--- config.mk ---
export PLATFORM = sky130hd
export DESIGN_NAME = sap_ctrl_seq_flat
export DESIGN_NICKNAME = d
export VERILOG_FILES = /design/src/rtl/sap_ctrl_seq_if.sv /design/src/rtl/sap_ctrl_seq.sv /design/src/flat_wrapper.sv
export SDC_FILE = /design/constraint.sdc
export NUM_CORES = 1
export LEC_CHECK = 0
export ABC_AREA = 1
export CAP_MARGIN = 20
export CORE_ASPECT_RATIO = 1.25
export CORE_UTILIZATION = 30
export DETAILED_ROUTE_END_ITERATION = 7
export PLACE_DENSITY = 0.56
export SLEW_MARGIN = 15
export SYNTH_ARGS = -nofsm -noshare
export SYNTH_HDL_FRONTEND = slang
export SYNTH_SLANG_ARGS = --single-unit
--- constraint.sdc ---
create_clock -name clk -period 2.1 [get_ports clk]
set_input_delay 0.315 -clock clk [delete_from_list [all_inputs] [get_ports clk]]
set_output_delay 0.315 -clock clk [all_outputs]
set_load 0.02 [all_outputs]
--- src/rtl/sap_ctrl_seq_if.sv ---
// Control bus between the SAP controller-sequencer and the datapath registers.
// The datapath side (master) supplies the IR opcode and observes the control word.
interface sap_ctrl_seq_if;
  logic [3:0] opcode;
  logic       pc_inc;
  logic       pc_en;
  logic       mar_ld;
  logic       ram_en;
  logic       ir_ld;
  logic       ir_en;
  logic       a_ld;
  logic       a_en;
  logic       b_ld;
  logic       alu_en;
  logic       alu_sub;
  logic       out_ld;
  logic       halt;
  logic [5:0] t_state;
  logic [7:0] instr_count;

  modport master (
    output opcode,
    input  pc_inc, pc_en, mar_ld, ram_en, ir_ld, ir_en, a_ld, a_en,
    input  b_ld, alu_en, alu_sub, out_ld, halt, t_state, instr_count
  );

  modport slave (
    input  opcode,
    output pc_inc, pc_en, mar_ld, ram_en, ir_ld, ir_en, a_ld, a_en,
    output b_ld, alu_en, alu_sub, out_ld, halt, t_state, instr_count
  );
endinterface

--- src/rtl/sap_ctrl_seq.sv ---
// SAP controller-sequencer: 6-state one-hot ring (T1..T6) with a control word
// decoded from the ring state and IR opcode; latches HLT and counts instructions.
module sap_ctrl_seq #(
  parameter logic [3:0] OPC_LDA = 4'h0,
  parameter logic [3:0] OPC_ADD = 4'h1,
  parameter logic [3:0] OPC_SUB = 4'h2,
  parameter logic [3:0] OPC_OUT = 4'hE,
  parameter logic [3:0] OPC_HLT = 4'hF
) (
  input  logic           clk,
  input  logic           clr_n,
  sap_ctrl_seq_if.slave  bus
);

  localparam int unsigned T_W   = 6;
  localparam int unsigned CNT_W = 8;

  typedef enum logic [T_W-1:0] {
    T1 = 6'b000001,
    T2 = 6'b000010,
    T3 = 6'b000100,
    T4 = 6'b001000,
    T5 = 6'b010000,
    T6 = 6'b100000
  } t_state_e;

  // Kept as a plain vector so a corrupted (non one-hot) value is representable.
  logic [T_W-1:0]   state_q;
  logic             halted_q;
  logic [CNT_W-1:0] count_q;

  logic is_hlt_c;
  assign is_hlt_c = (bus.opcode == OPC_HLT);

  // Ring advance, halt latch and completed-instruction counter.
  always_ff @(posedge clk or negedge clr_n) begin
    if (!clr_n) begin
      state_q  <= T1;
      halted_q <= 1'b0;
      count_q  <= '0;
    end else begin
      case (state_q)
        T1: state_q <= T2;
        T2: state_q <= T3;
        T3: state_q <= T4;
        T4: begin
          if (!halted_q && !is_hlt_c) begin
            state_q <= T5;
          end
        end
        T5: state_q <= T6;
        T6: begin
          state_q <= T1;
          count_q <= count_q + CNT_W'(1);
        end
        default: state_q <= T1;
      endcase
      if (state_q == T4 && is_hlt_c) begin
        halted_q <= 1'b1;
      end
    end
  end

  logic pc_inc_c, pc_en_c, mar_ld_c, ram_en_c, ir_ld_c, ir_en_c;
  logic a_ld_c, a_en_c, b_ld_c, alu_en_c, alu_sub_c, out_ld_c, halt_c;
  logic active_c;

  // Decoding is suppressed in reset and once halted so no ld pulse can escape.
  assign active_c = clr_n && !halted_q;

  always_comb begin
    pc_inc_c  = 1'b0;
    pc_en_c   = 1'b0;
    mar_ld_c  = 1'b0;
    ram_en_c  = 1'b0;
    ir_ld_c   = 1'b0;
    ir_en_c   = 1'b0;
    a_ld_c    = 1'b0;
    a_en_c    = 1'b0;
    b_ld_c    = 1'b0;
    alu_en_c  = 1'b0;
    alu_sub_c = 1'b0;
    out_ld_c  = 1'b0;
    if (active_c) begin
      case (state_q)
        T1: begin
          pc_en_c  = 1'b1;
          mar_ld_c = 1'b1;
        end
        T2: pc_inc_c = 1'b1;
        T3: begin
          ram_en_c = 1'b1;
          ir_ld_c  = 1'b1;
        end
        T4: begin
          if (bus.opcode == OPC_LDA || bus.opcode == OPC_ADD || bus.opcode == OPC_SUB) begin
            ir_en_c  = 1'b1;
            mar_ld_c = 1'b1;
          end else if (bus.opcode == OPC_OUT) begin
            a_en_c   = 1'b1;
            out_ld_c = 1'b1;
          end
        end
        T5: begin
          if (bus.opcode == OPC_LDA) begin
            ram_en_c = 1'b1;
            a_ld_c   = 1'b1;
          end else if (bus.opcode == OPC_ADD || bus.opcode == OPC_SUB) begin
            ram_en_c  = 1'b1;
            b_ld_c    = 1'b1;
            alu_sub_c = (bus.opcode == OPC_SUB);
          end
        end
        T6: begin
          if (bus.opcode == OPC_ADD || bus.opcode == OPC_SUB) begin
            alu_en_c  = 1'b1;
            a_ld_c    = 1'b1;
            alu_sub_c = (bus.opcode == OPC_SUB);
          end
        end
        default: ;
      endcase
    end
  end

  // halt is visible during T4 of HLT, one cycle before the flag is latched.
  assign halt_c = clr_n && (halted_q || (state_q == T4 && is_hlt_c));

  assign bus.pc_inc      = pc_inc_c;
  assign bus.pc_en       = pc_en_c;
  assign bus.mar_ld      = mar_ld_c;
  assign bus.ram_en      = ram_en_c;
  assign bus.ir_ld       = ir_ld_c;
  assign bus.ir_en       = ir_en_c;
  assign bus.a_ld        = a_ld_c;
  assign bus.a_en        = a_en_c;
  assign bus.b_ld        = b_ld_c;
  assign bus.alu_en      = alu_en_c;
  assign bus.alu_sub     = alu_sub_c;
  assign bus.out_ld      = out_ld_c;
  assign bus.halt        = halt_c;
  assign bus.t_state     = state_q;
  assign bus.instr_count = count_q;

endmodule

--- src/flat_wrapper.sv ---
// flat-port wrapper written by rule: the top's interface ports become plain ports
module sap_ctrl_seq_flat 
#(
  parameter logic [3:0] OPC_LDA = 4'h0,
  parameter logic [3:0] OPC_ADD = 4'h1,
  parameter logic [3:0] OPC_SUB = 4'h2,
  parameter logic [3:0] OPC_OUT = 4'hE,
  parameter logic [3:0] OPC_HLT = 4'hF
)
  (clk, clr_n, bus_opcode, bus_pc_inc, bus_pc_en, bus_mar_ld, bus_ram_en, bus_ir_ld, bus_ir_en, bus_a_ld, bus_a_en, bus_b_ld, bus_alu_en, bus_alu_sub, bus_out_ld, bus_halt, bus_t_state, bus_instr_count);
  sap_ctrl_seq_if bus_i ();
  input  logic clk;
  input  logic clr_n;
  input wire logic [$bits(bus_i.opcode)-1:0] bus_opcode;
  output wire logic [$bits(bus_i.pc_inc)-1:0] bus_pc_inc;
  output wire logic [$bits(bus_i.pc_en)-1:0] bus_pc_en;
  output wire logic [$bits(bus_i.mar_ld)-1:0] bus_mar_ld;
  output wire logic [$bits(bus_i.ram_en)-1:0] bus_ram_en;
  output wire logic [$bits(bus_i.ir_ld)-1:0] bus_ir_ld;
  output wire logic [$bits(bus_i.ir_en)-1:0] bus_ir_en;
  output wire logic [$bits(bus_i.a_ld)-1:0] bus_a_ld;
  output wire logic [$bits(bus_i.a_en)-1:0] bus_a_en;
  output wire logic [$bits(bus_i.b_ld)-1:0] bus_b_ld;
  output wire logic [$bits(bus_i.alu_en)-1:0] bus_alu_en;
  output wire logic [$bits(bus_i.alu_sub)-1:0] bus_alu_sub;
  output wire logic [$bits(bus_i.out_ld)-1:0] bus_out_ld;
  output wire logic [$bits(bus_i.halt)-1:0] bus_halt;
  output wire logic [$bits(bus_i.t_state)-1:0] bus_t_state;
  output wire logic [$bits(bus_i.instr_count)-1:0] bus_instr_count;
  assign bus_i.opcode = bus_opcode;
  assign bus_pc_inc = bus_i.pc_inc;
  assign bus_pc_en = bus_i.pc_en;
  assign bus_mar_ld = bus_i.mar_ld;
  assign bus_ram_en = bus_i.ram_en;
  assign bus_ir_ld = bus_i.ir_ld;
  assign bus_ir_en = bus_i.ir_en;
  assign bus_a_ld = bus_i.a_ld;
  assign bus_a_en = bus_i.a_en;
  assign bus_b_ld = bus_i.b_ld;
  assign bus_alu_en = bus_i.alu_en;
  assign bus_alu_sub = bus_i.alu_sub;
  assign bus_out_ld = bus_i.out_ld;
  assign bus_halt = bus_i.halt;
  assign bus_t_state = bus_i.t_state;
  assign bus_instr_count = bus_i.instr_count;
  sap_ctrl_seq #(.OPC_LDA(OPC_LDA), .OPC_ADD(OPC_ADD), .OPC_SUB(OPC_SUB), .OPC_OUT(OPC_OUT), .OPC_HLT(OPC_HLT)) u_core (.clk(clk), .clr_n(clr_n), .bus(bus_i));
endmodule
# Word level (Yosys, flattened, before mapping)
# Cells that the tools add are included.
totals:
  regBits: 15
  in_bits: 6
  output_inout_bits: 27
  word_cells: 59
op_classes:
  n_addsub: 1
  n_eq_ne: 11
  muxes: 33
  n_reduce_logical: 11
ops:
  columns: ["cell", "count"]
  rows:
  - ["case mux 6 bit (5 select lines)", 1]
  - ["two-way mux 1 bit", 27]
  - ["adder 8 x 1 -> 8 bit (second input constant)", 1]
  - ["== test 4 bit (second input constant)", 2]
  - ["case mux 1 bit (2 select lines)", 4]
  - ["== test 6 x 1 -> 1 bit (second input constant)", 1]
  - ["== test 6 x 2 -> 1 bit (second input constant)", 1]
  - ["== test 6 x 3 -> 1 bit (second input constant)", 1]
  - ["== test 6 x 4 -> 1 bit (second input constant)", 1]
  - ["== test 6 x 5 -> 1 bit (second input constant)", 1]
  - ["== test 6 bit (second input constant)", 1]
  - ["two-way mux 6 bit", 1]
  - ["== test 4 x 1 -> 1 bit (second input constant)", 1]
  - ["== test 4 x 2 -> 1 bit (second input constant)", 1]
  - ["logical AND 1 bit", 4]
  - ["logical NOT 4 bit", 1]
  - ["logical OR 1 bit", 4]
  - ["logical NOT 1 bit", 2]
  - ["!= test 2 x 1 -> 1 bit (second input constant)", 1]

# Logic depth before layout (Yosys ltp)
# Gate-level depths: netlist of run 1.
logic_depth:
  word_depth: 6
  ltp_mapped: 7
  ltp_nobuf: 7

# Least setup slack after synthesis of run 1
# No wires, ideal clock.
synth_path:
  kind: "reg-to-output"
  from: "register u_core.state_q[5] (netlist: u_core.bus.t_state[5])"
  to: "output bus_out_ld"
  arrival_time_ps: 1685
  required_ps: 1785
  setup_slack_ps: 100
  stages_incl_launch_ff: 5
  path_cell_list: "dfrtp_1 -> nor2_2 -> nand3_1 -> nor3_1 -> buf_4"
synth_between:
  elab_chain_cells: 3
synth_lines:
  columns: ["element", "line_no", "rtl"]
  rows:
  - ["start, declared", "sap_ctrl_seq.sv:28", "logic [T_W-1:0] state_q;"]
  - ["start signal, assigned", "sap_ctrl_seq.sv:38", "state_q <= T1;"]
  - ["start signal, assigned", "sap_ctrl_seq.sv:43", "T1: state_q <= T2;"]
  - ["start signal, assigned", "sap_ctrl_seq.sv:44", "T2: state_q <= T3;"]
  - ["== test 6 x 4 -> 1 bit", null, null]
  - ["two-way mux 1 bit (2 in series)", null, null]
  - ["end, declared", "flat_wrapper.sv:26", "output wire logic [$bits(bus_i.out_ld)-1:0] bus_out_ld;"]
# Every way passes these cells.

# Final worst setup path of run 1
layout_path:
  from: "register u_core.state_q[3] (netlist: u_core.bus.t_state[3])"
  to: "output bus_alu_sub"
layout_between:
  elab_chain_cells: 3
  word_cells_on_any_way: 4
  cone_classes: "eq/ne: 2; mux: 2"
layout_lines:
  columns: ["element", "line_no", "rtl"]
  rows:
  - ["== test 6 bit or == test 6 x 5 -> 1 bit (tied branches)", "sap_ctrl_seq.sv:85", "case (state_q)"]
  - ["case mux 1 bit (2 select lines) *", "sap_ctrl_seq.sv:85", null]
  - ["two-way mux 1 bit *", "sap_ctrl_seq.sv:84", "if (active_c) begin"]
  - ["end, declared", "flat_wrapper.sv:25", "output wire logic [$bits(bus_i.alu_sub)-1:0] bus_alu_sub;"]
# Every way passes the cells marked *; elsewhere a longest branch is shown, timed or not.

==> qor.txt, run 1 <==
Critical Path Start Type -> flop
Iter 0 DRT Violations -> 27
status -> finished, final reports clean
Core Area -> 0.002759 mm2
Initial Utilization -> 32.79%
CTS Buffer Depth -> 2
port bufs -> 32
Synth Register Bits -> 15
placer congestion estimate -> 0.7879
Setup CP Type -> flop to primary output
Critical path origin -> u_core.bus.t_state[3]
RSZ-0062 raised after global routing -> no
total track usage -> 13.77%
Area growth syn-to-layout -> 45.50%
top-count cell post-synth -> nand2_1
syn_nets -> 133
CTS root buf -> clkbuf_4
fmax -> 503.4 MHz
cts hold-fix bufs -> 0
DR pass1 iterations -> 4
die width -> 51.12 um
DR WL/cell -> 10.34 um
TritonCTS Buffers -> 3
Multi-input gate area -> 445.4 um2
Worst-Skew Late Latency -> 0.28 ns
Die Ht -> 63.40 um
sequential share of the synthesized area -> 41.63%
worst path required time -> 1.78 ns
Final Util -> 47.71%
final setup skew -> 0.01161 ns
final wirelength -> 2.110 mm
crit path max fanout -> 4
top cells by count, synth -> 37 x nand2_1, 19 x inv_1, 19 x nor2_1, 14 x dfrtp_1, 12 x nand3_1
post-synth top area share -> 38.73%
Final Cycle Share -> 94.60%
Power Dens Cells -> 770.4 mW/mm2
crit path time final -> 1.987 ns
Synth Instances -> 126
Post-synth EDFFs -> 0
Non-Filler Instances -> 204
peak supply drop -> 428.3 uV
initial antenna violation count -> 0
Routed Antenna Nets -> 0
Synth async-reset ratio -> 100.0%
register area -> 376.6 um2
Post-Synthesis Cell Area -> 904.6 um2
dpl cells -> 200
Unique masters post-synth -> 21
Core Rows -> 21
worst-case setup margin in the final layout -> 0.1134 ns
vias in the first global route -> 788
Detail Placement HPWL -> 1.670 mm
Hold Fails Final Rpt -> 0
ys flop type -> dfrtp_1
fin. max-slew vios -> 0
warnings from Yosys -> 0
DR DRC count -> 0
Max-cap violations -> 0
Leak -> 0.6566 nW
R2R Path Start -> u_core.bus.instr_count[0]
worst min path class -> primary input to async pin
die area -> 0.003240 mm2
H-tree Lvls -> 1
first-pass GRT wire length -> 3.318 mm
syn avg cell area -> 7.180 um2
Final nets -> 178
final setup violation count -> 0
vias per cell -> 4.475
clock sinks -> 15
CTS tree -> yes
number of fill cells in the layout -> 289
IO Pins -> 33
Setup Slack @ Placement -> -0.3200 ns
# diodes -> 0
via count -> 913
Worst setup EP type -> primary output
GRT Residual Overflow -> 0
max_slew headroom -> 84.68%
layout cell share with drive strength beyond 1 -> 17.65%
worst reg-to-reg path cell count -> 6
clk slew on worst S/H paths -> 0.10 ns
Overall Power -> 1.014 mW
Yosys top cell by area -> dfrtp_1
main area contributors after synthesis -> dfrtp_1 39%, nand2_1 15%, inv_1 7.9%
Worst EP arrival -> 1.67 ns
worst-margin pin slew -> 0.2280 ns
pin count of the biggest net entering global routing -> 16
## flip-flops by register name, summed over array words and instances (netlist names)
register,flops
u_core.halted_q,1
u_core.bus.t_state,6
u_core.bus.instr_count,8
## final timing paths
path	endpoint	slack (ns)
max reg2reg	u_core.bus.instr_count[6]	0.79
min reg2reg	u_core.bus.instr_count[6]	0.52
max in group asynchronous	u_core.bus.t_state[0]	1.47
min	u_core.bus.instr_count[0]	0.37
min in group clk	u_core.bus.instr_count[6]	0.52
max	bus_alu_sub	0.11
## power by group
group          switching (mW)  internal, mW  total (mW)
sequential             0.0656         0.344       0.409
clock                  0.0929        0.0736       0.167
combinational           0.253         0.185       0.438
total                   0.412         0.602        1.01
## layout by cell type, fill, tap and decap left out
cell	Yosys	final
nor2_2	3	4
clkbuf_2	0	7
dfrtp_1	14	14
buf_4	1	10
dlygate4sd2_1	0	5
nand3_1	12	11
and2_1	1	1
clkbuf_4	0	3
o22ai_1	1	1
xor2_2	1	1
nor3_1	2	2
xor2_1	2	2
nand2_4	1	1
clkbuf_1	0	1
a21oi_1	1	1
clkdlybuf4s15_1	0	1
dfstp_2	1	1
nand4_1	3	3
nand3_2	0	1
nand2_1	37	37
clkdlybuf4s50_1	0	19
o21ai_0	3	3
inv_1	19	19
nand3b_1	1	1
nor2_1	19	18
nor2_4	2	2
ha_1	1	1
## metrics by stage
stage / hold slack [ns] / setup TNS [ns] / area (um2)
after floorplan: 0.01941 / 0 / 904.6
after global placement: 0.5055 / -3.182 / 1324
after detailed placement: 0.4979 / -2.956 / 1324
after CTS: 0.3739 / 0 / 1341
after global routing: 0.3979 / 0 / 1316
final: 0.3718 / 0 / 1316
## kinds of logic after synthesis
| family | after synthesis | synth area share [%] |
|---|---|---|
| fa+ha+maj | 1 | 1.383 |
| compound gates | 5 | 2.904 |
| flops | 15 | 41.63 |
| buf+inv | 21 | 9.959 |
| simple gates | 81 | 40.39 |
| xor+xnor | 3 | 3.735 |
## routing by layer
metal	share of wire (%)	track usage, %	up-vias
met5	0	0	-
met3	6.6	2.899	2
li1	-	-	475
met4	0.43	5.208	0
met2	47	24.01	31
met1	46	16.01	405
## layout make-up
| cell class | instances | area share [%] |
|---|---|---|
| multi-input cells | 90 | 33.84 |
| inverters | 19 | 5.418 |
| flip-flops and latches | 15 | 28.61 |
| repair buffers | 42 | 26.90 |
| clock buffers | 4 | 1.996 |
| well taps | 34 | 3.232 |
## worst max-delay path, stage by stage, from the launching register on
cell             delay [ns]
dfrtp_1                0.41
nor2_2                 0.21
nand2_4                0.08
nor2_2                 0.14
inv_1                  0.08
a21oi_1                0.15
clkdlybuf4s15_1        0.33
## what timing repair did
item	CTS	global route
setup buffers	0	0
endpoints found under the setup margin	13	8
resized for setup	15	19
gates cloned	0	0
No activity file was read; power rests on OpenSTA's default activity.
==> inputs of run 2 (changes only) <==
CTS_BUF_LIST = sky130_fd_sc_hd__clkbuf_16   (was unset)
==> run 2 against run 1 <==
  * Combinational power about the same
  * Fmax up 0.67%
  * Global-route usage rose by 0.15 points
  * Final area grew 4.8%
  * Flip-flop and latch count is the same
  * Via count shrank 0.11%
  * Register-to-register slack better by 0.02 ns
  * Largest cell class unchanged
  * Sequential share of layout area decreased by 1.3 points
  * Clock-buffer cell count is 1 lower
  * Clock power increased by 120%
  * Non-clock buffer count stayed put
==> qor.txt, run 2 (synthesized netlist as in run 1, its figures left out) <==
total track usage -> 13.92% (+0.15 points)
final setup skew -> 0.004654 ns (-0.006960 ns)
GRT Residual Overflow -> 0 (unchanged)
Final nets -> 178 (unchanged)
Clock power frac -> 29.9% (+14 points)
Max-cap violations -> 0 (unchanged)
Most Crowded Layer GR -> met2
placer congestion estimate -> 0.7879 (unchanged)
total net switching power -> 430.8 uW (+4.6%)
vias per cell -> 4.471 (-0.11%)
most common cell after layout, fill and taps aside -> nand2_1
Reg power frac -> 33.8% (-6.6 points)
worst reg-to-reg path cell count -> 6 (unchanged)
via count -> 912 (-0.11%)
CTS Buffer Depth -> 2 (unchanged)
crit path max fanout -> 5 (+1)
final setup violation count -> 0 (unchanged)
status -> finished, final reports clean
Detail Placement HPWL -> 1.670 mm (unchanged)
worst path required time -> 1.78 ns (about the same)
TritonCTS Buffers -> 3 (unchanged)
Hold Fails Final Rpt -> 0 (unchanged)
Initial Utilization -> 32.79% (unchanged)
Die Ht -> 63.40 um (unchanged)
Sw Share -> 35.52% (-5.1 points)
CTS tree -> yes
Power Dens Cells -> 878.7 mW/mm2 (+14%)
IO Pins -> 33 (unchanged)
Worst setup EP type -> primary output
H-tree Lvls -> 1 (unchanged)
Final Cycle Share -> 93.97% (-0.63 points)
worst-margin pin slew -> 0.2280 ns (unchanged)
RSZ-0062 raised after global routing -> yes
fin. max-slew vios -> 0 (unchanged)
Core Rows -> 21 (unchanged)
die area -> 0.003240 mm2 (unchanged)
worst min path class -> primary input to async pin
Leak -> 0.6953 nW (+5.9%)
pin count of the biggest net entering global routing -> 16 (unchanged)
post-route design area -> 0.001380 mm2 (+4.8%)
vias in the first global route -> 800 (+1.5%)
Iter 0 DRT Violations -> 27 (unchanged)
DR DRC count -> 0 (unchanged)
first-pass GRT wire length -> 3.367 mm (+1.5%)
Worst EP arrival -> 1.66 ns (about the same)
peak supply drop -> 463.0 uV (+8.1%)
Area growth syn-to-layout -> 52.56%
Critical Path Start Type -> primary input
DR WL/cell -> 10.52 um (+1.7%)
max reg flops -> 8 (unchanged)
Setup CP Type -> primary input to primary output
setup TNS -> 0 ns (unchanged)
Pint -> 781.9 uW (+30%)
post_cts resized -> 15 (unchanged)
Routed Antenna Nets -> 0 (unchanged)
Area after DPL -> 0.001324 mm2 (unchanged)
Worst-Skew Late Latency -> 0.24 ns (-0.04 ns)
Comb pwr share -> 36.2% (-7.0 points)
met3 Use GR -> 2.899% (unchanged)
final wirelength -> 2.146 mm (+1.7%)
initial antenna violation count -> 0 (unchanged)
post-CTS setup buffers -> 0 (unchanged)
DR pass1 iterations -> 4 (unchanged)
CTS root buf -> clkbuf_16
max_slew headroom -> 84.68% (unchanged)
fmax -> 506.7 MHz (+0.67%)
Core Area -> 0.002759 mm2 (unchanged)
Hold Slack -> 0.4249 ns (+0.05315 ns)
clock sinks -> 15 (unchanged)
met2 GRT Util -> 24.34% (+0.33 points)
Final Util -> 50.02% (+2.3 points)
M1 GR Usage -> 16.16% (+0.15 points)
die width -> 51.12 um (unchanged)
port bufs -> 32 (unchanged)
# diodes -> 0 (unchanged)
cts hold-fix bufs -> 0 (unchanged)
layout cell share with drive strength beyond 1 -> 15.88% (-1.8 points)
crit path time final -> 1.973 ns (-0.01317 ns)
clk slew on worst S/H paths -> 0.05 ns (-0.05 ns)
commonest cells after routing, fill and taps aside -> 37 x nand2_1, 20 x inv_1, 19 x clkdlybuf4s50_1
==> run 2: cell types whose count changed in the layout (fill, tap and decap cells not counted), sizes merged <==
cell         delta
dlygate4sd2     +2
inv             +1
dlygate4sd1     +1
clkbuf          -4
==> run 2: critical path, stage by stage <==
cell and delay (ns):
clkdlybuf4s50_1 0.48, inv_1 0.06, nor2_2 0.16, nand3_1 0.10
nor3_1 0.19, dlygate4sd1_1 0.35
==> run 2: routing by layer <==
layer | part of all wire, % | routed length [um]
met1 | 45 | 964
met2 | 47 | 1016
met3 | 6.9 | 148
met4 | 0.79 | 17
met5 | 0 | 0
==> run 2: final timing paths <==
check,slack (ns),to,from
max,0.13,bus_out_ld,clr_n
min,0.42,u_core.bus.instr_count[0],clr_n
max reg2reg,0.81,u_core.bus.instr_count[6],u_core.bus.instr_count[0]
min reg2reg,0.51,u_core.bus.instr_count[6],u_core.bus.instr_count[6]
max in group asynchronous,1.42,u_core.bus.t_state[0],clr_n
min in group clk,0.51,u_core.bus.instr_count[6],u_core.bus.instr_count[6]
==> run 2: metrics by stage <==
stage          setup WS (ns)  power (mW)  std cells
2_1_floorplan         0.1005      0.6717        126
3_3_place_gp         -0.3112      0.8761        200
3_5_place_dp         -0.3200      0.8713        200
4_1_cts              0.05548       1.225        204
5_1_grt            -0.005906       1.282        204
6_report              0.1266       1.213        204
==> run 2: power by group through the flow <==
| stage | clock network (mW) | registers, mW | logic [mW] |
|---|---|---|---|
| after floorplan | 0 | 0.466 | 0.205 |
| after global placement | 0 | 0.413 | 0.463 |
| after detailed placement | 0 | 0.416 | 0.456 |
| after CTS | 0.369 | 0.411 | 0.445 |
| after global routing | 0.383 | 0.420 | 0.479 |
| final | 0.363 | 0.410 | 0.439 |
==> run 2: layout make-up <==
class,instances,area [um2]
fillers,282,1379
multi-input cells,90,445.4
flip-flops and latches,15,376.6
repair buffers,42,365.4
clock buffers,3,75.07
inverters,19,71.32
well taps,34,42.54
clock inverters,1,3.754
==> inputs of run 3 (changes only) <==
CAP_MARGIN = unset   (was 20)
PLACE_DENSITY = 0.58   (was 0.56)
SETUP_SLACK_MARGIN = 0.15   (was unset)
clock period = 1.6 ns   (was 2.1 ns; I/O delays follow)
==> run 3 against run 2 <==
  * The flow now finishes with violations (setup timing)
  * Hold slack lost 0.32 ns
  * Register-to-register slack got worse by 0.74 ns
  * Final cell count increased by 10%
  * Highest routed layer unchanged
  * Combinational power is 75% higher
  * Clock power is 34% higher
  * Non-clock buffer count rose by 21
  * Flip-flop and latch count stayed put
  * Worst setup slack worse by 0.19 ns
  * Critical path type is now flop to primary output
  * Largest power group unchanged
==> qor.txt, run 3 (synthesized netlist as in run 1, its figures left out) <==
flop2flop setup slack -> 0.07 ns (-0.74 ns)
Setup Slack @ Placement -> -0.6591 ns (-0.3391 ns)
Iter 0 DRT Violations -> 18 (-33%)
CTS root buf -> clkbuf_16
Bufs and invs on worst path -> 1 (-2)
DR pass1 iterations -> 4 (unchanged)
final wirelength -> 2.614 mm (+22%)
crit path max fanout -> 4 (-1)
worst-case setup margin in the final layout -> -0.06252 ns (-0.1891 ns)
crit path cell chain -> nor2_4, nand2_4, nor2_4, nand3_2, o21ai_1, buf_4
final setup violation count -> 8 (+8)
vias per cell -> 4.533 (+1.4%)
Most Crowded Layer GR -> met2
fmax -> 601.5 MHz
Setup CP Type -> flop to primary output
# diodes -> 0 (unchanged)
CP top delay family -> simple AND/OR/NAND/NOR gates
via count -> 1020 (+12%)
clk slew on worst S/H paths -> 0.05 ns (about the same)
Worst EP arrival -> 1.42 ns (-0.24 ns)
Final nets -> 199 (+12%)
layout cell share with drive strength beyond 1 -> 41.36% (+25 points)
worst min path class -> primary input to async pin
port bufs -> 32 (unchanged)
Leak -> 0.8586 nW (+23%)
peak supply drop -> 1072 uV (+130%)
Critical Path Start Type -> flop
die width -> 51.12 um (unchanged)
crit path time final -> 1.663 ns
total track usage -> 17.94% (+4.0 points)
Initial Utilization -> 32.79% (unchanged)
RSZ-0062 raised after global routing -> yes
register area -> 377.9 um2 (+0.33%)
H-tree Lvls -> 1 (unchanged)
Max-cap violations -> 0 (unchanged)
pin count of the biggest net entering global routing -> 16 (unchanged)
Detail Placement HPWL -> 1.895 mm (+13%)
DR DRC count -> 0 (unchanged)
final setup skew -> 0.003898 ns (-0.0007560 ns)
cell mode on critical path -> nor2_4
DR WL/cell -> 11.62 um (+10%)
number of fill cells in the layout -> 260 (-7.8%)
met2 GRT Util -> 34.87% (+11 points)
worst reg-to-reg path cell count -> 10 (+4)
Overall Power -> 1.796 mW (+48%)
worst path required time -> 1.36 ns (-0.42 ns)
R2R Path Start -> u_core.bus.t_state[1]
Routed Antenna Nets -> 0 (unchanged)
Area growth syn-to-layout -> 82.85%
status -> complete, but fails checks
met3 Use GR -> 2.657% (-0.24 points)
Worst setup EP type -> primary output
Core Rows -> 21 (unchanged)
worst-margin pin slew -> 0.2736 ns (+0.04561 ns)
TritonCTS Buffers -> 3 (unchanged)
clock sinks -> 15 (unchanged)
crit-path max cell delay -> 0.42 ns (-0.06 ns)
most common cell after layout, fill and taps aside -> buf_4
commonest cells after routing, fill and taps aside -> 34 x buf_4, 33 x nand2_1, 18 x inv_1
vias in the first global route -> 1028 (+28%)
Multi-input gate area -> 543.0 um2 (+22%)
worst r2r dst -> u_core.halted_q
Power Dens Cells -> 1086 mW/mm2 (+24%)
Final Cycle Share -> 103.9%
cts hold-fix bufs -> 0 (unchanged)
Crit-path slowest cell -> dfrtp_1
M1 GR Usage -> 19.42% (+3.3 points)
violated checks -> setup timing
max_slew headroom -> 81.62% (-3.1 points)
IO Pins -> 33 (unchanged)
Hold Fails Final Rpt -> 0 (unchanged)
CTS Buffer Depth -> 2 (unchanged)
Core Area -> 0.002759 mm2 (unchanged)
first-pass GRT wire length -> 4.443 mm (+32%)
fin. max-slew vios -> 0 (unchanged)
GRT Residual Overflow -> 0 (unchanged)
initial antenna violation count -> 0 (unchanged)
die area -> 0.003240 mm2 (unchanged)
Worst-Skew Late Latency -> 0.24 ns (about the same)
CTS tree -> yes
placer congestion estimate -> 0.7189 (-8.8%)
Die Ht -> 63.40 um (unchanged)
max reg flops -> 8 (unchanged)
run 3: changes by cell type in the layout (fill, tap and decap cells not counted), moves of 4 or more:
cell and change:
clkdlybuf4s50_1 -15, dlygate4sd2_1 +7, nand2_2 +4, nor2_4 +5
nor2_1 -6, clkbuf_2 -4, buf_4 +24, nand2_1 -4
buf_6 +8
run 3: worst max-delay path by stage:
stage                          start         end  slack (ns)  cells after the start
5_1_grt        u_core.bus.t_state[3]    bus_b_ld       -0.13                      6
2_1_floorplan  u_core.bus.t_state[5]  bus_out_ld        0.06                      4
3_3_place_gp                   clr_n  bus_ram_en       -0.63                      7
3_5_place_dp                   clr_n  bus_ram_en       -0.66                      7
6_report       u_core.bus.t_state[3]  bus_ram_en       -0.06                      6
4_1_cts        u_core.bus.t_state[0]  bus_mar_ld       -0.06                      5
run 3: per-stage QoR:
stage | instance area, um2 | hold slack, ns | util (%) | TNS [ns] | instances
CTS | 1617 | 0.1151 | 58.59 | -0.2578 | 225
global placement | 1443 | 0.5011 | 52.29 | -7.394 | 212
global route | 1654 | 0.1236 | 59.95 | -1.138 | 225
detailed placement | 1443 | 0.5105 | 52.29 | -7.670 | 212
finish | 1654 | 0.1066 | 59.95 | -0.3008 | 225
floorplan | 933.4 | -0.05559 | - | 0 | 126
run 3: cell type report:
class,instances,share of cell area (%)
flip-flops and latches,15,22.84
clock inverters,1,0.3026
well taps,34,2.572
clock buffers,3,4.539
inverters,19,4.312
repair buffers,63,32.60
multi-input cells,90,32.83
run 3: worst reg2reg max path, stage by stage, from the launching register on:
cell and delay [ns]:
dfrtp_1 0.40, nor2_4 0.14, buf_4 0.14, nand3_4 0.12, nand2_2 0.09, nand2_2 0.05
buf_4 0.13, buf_4 0.12, buf_4 0.12, buf_4 0.12, inv_1 0.04
run 3: metal layers:
layer | up-vias | part of all wire [%]
met3 | 2 | 4.9
met4 | 0 | 0.38
met2 | 30 | 54
met1 | 471 | 40
li1 | 517 | -
met5 | - | 0
run 3: timing repair:
item                                    in CTS  in global routing
endpoints found under the setup margin      27                 16
setup buffers                                9                  0
gates resized for setup                    103                 11
pin swaps                                    7                  1
run 3: where the power goes:
group | internal (mW) | switching, mW | total (mW)
Combinational | 0.357 | 0.413 | 0.770
Sequential | 0.455 | 0.0858 | 0.541
Clock | 0.333 | 0.152 | 0.485
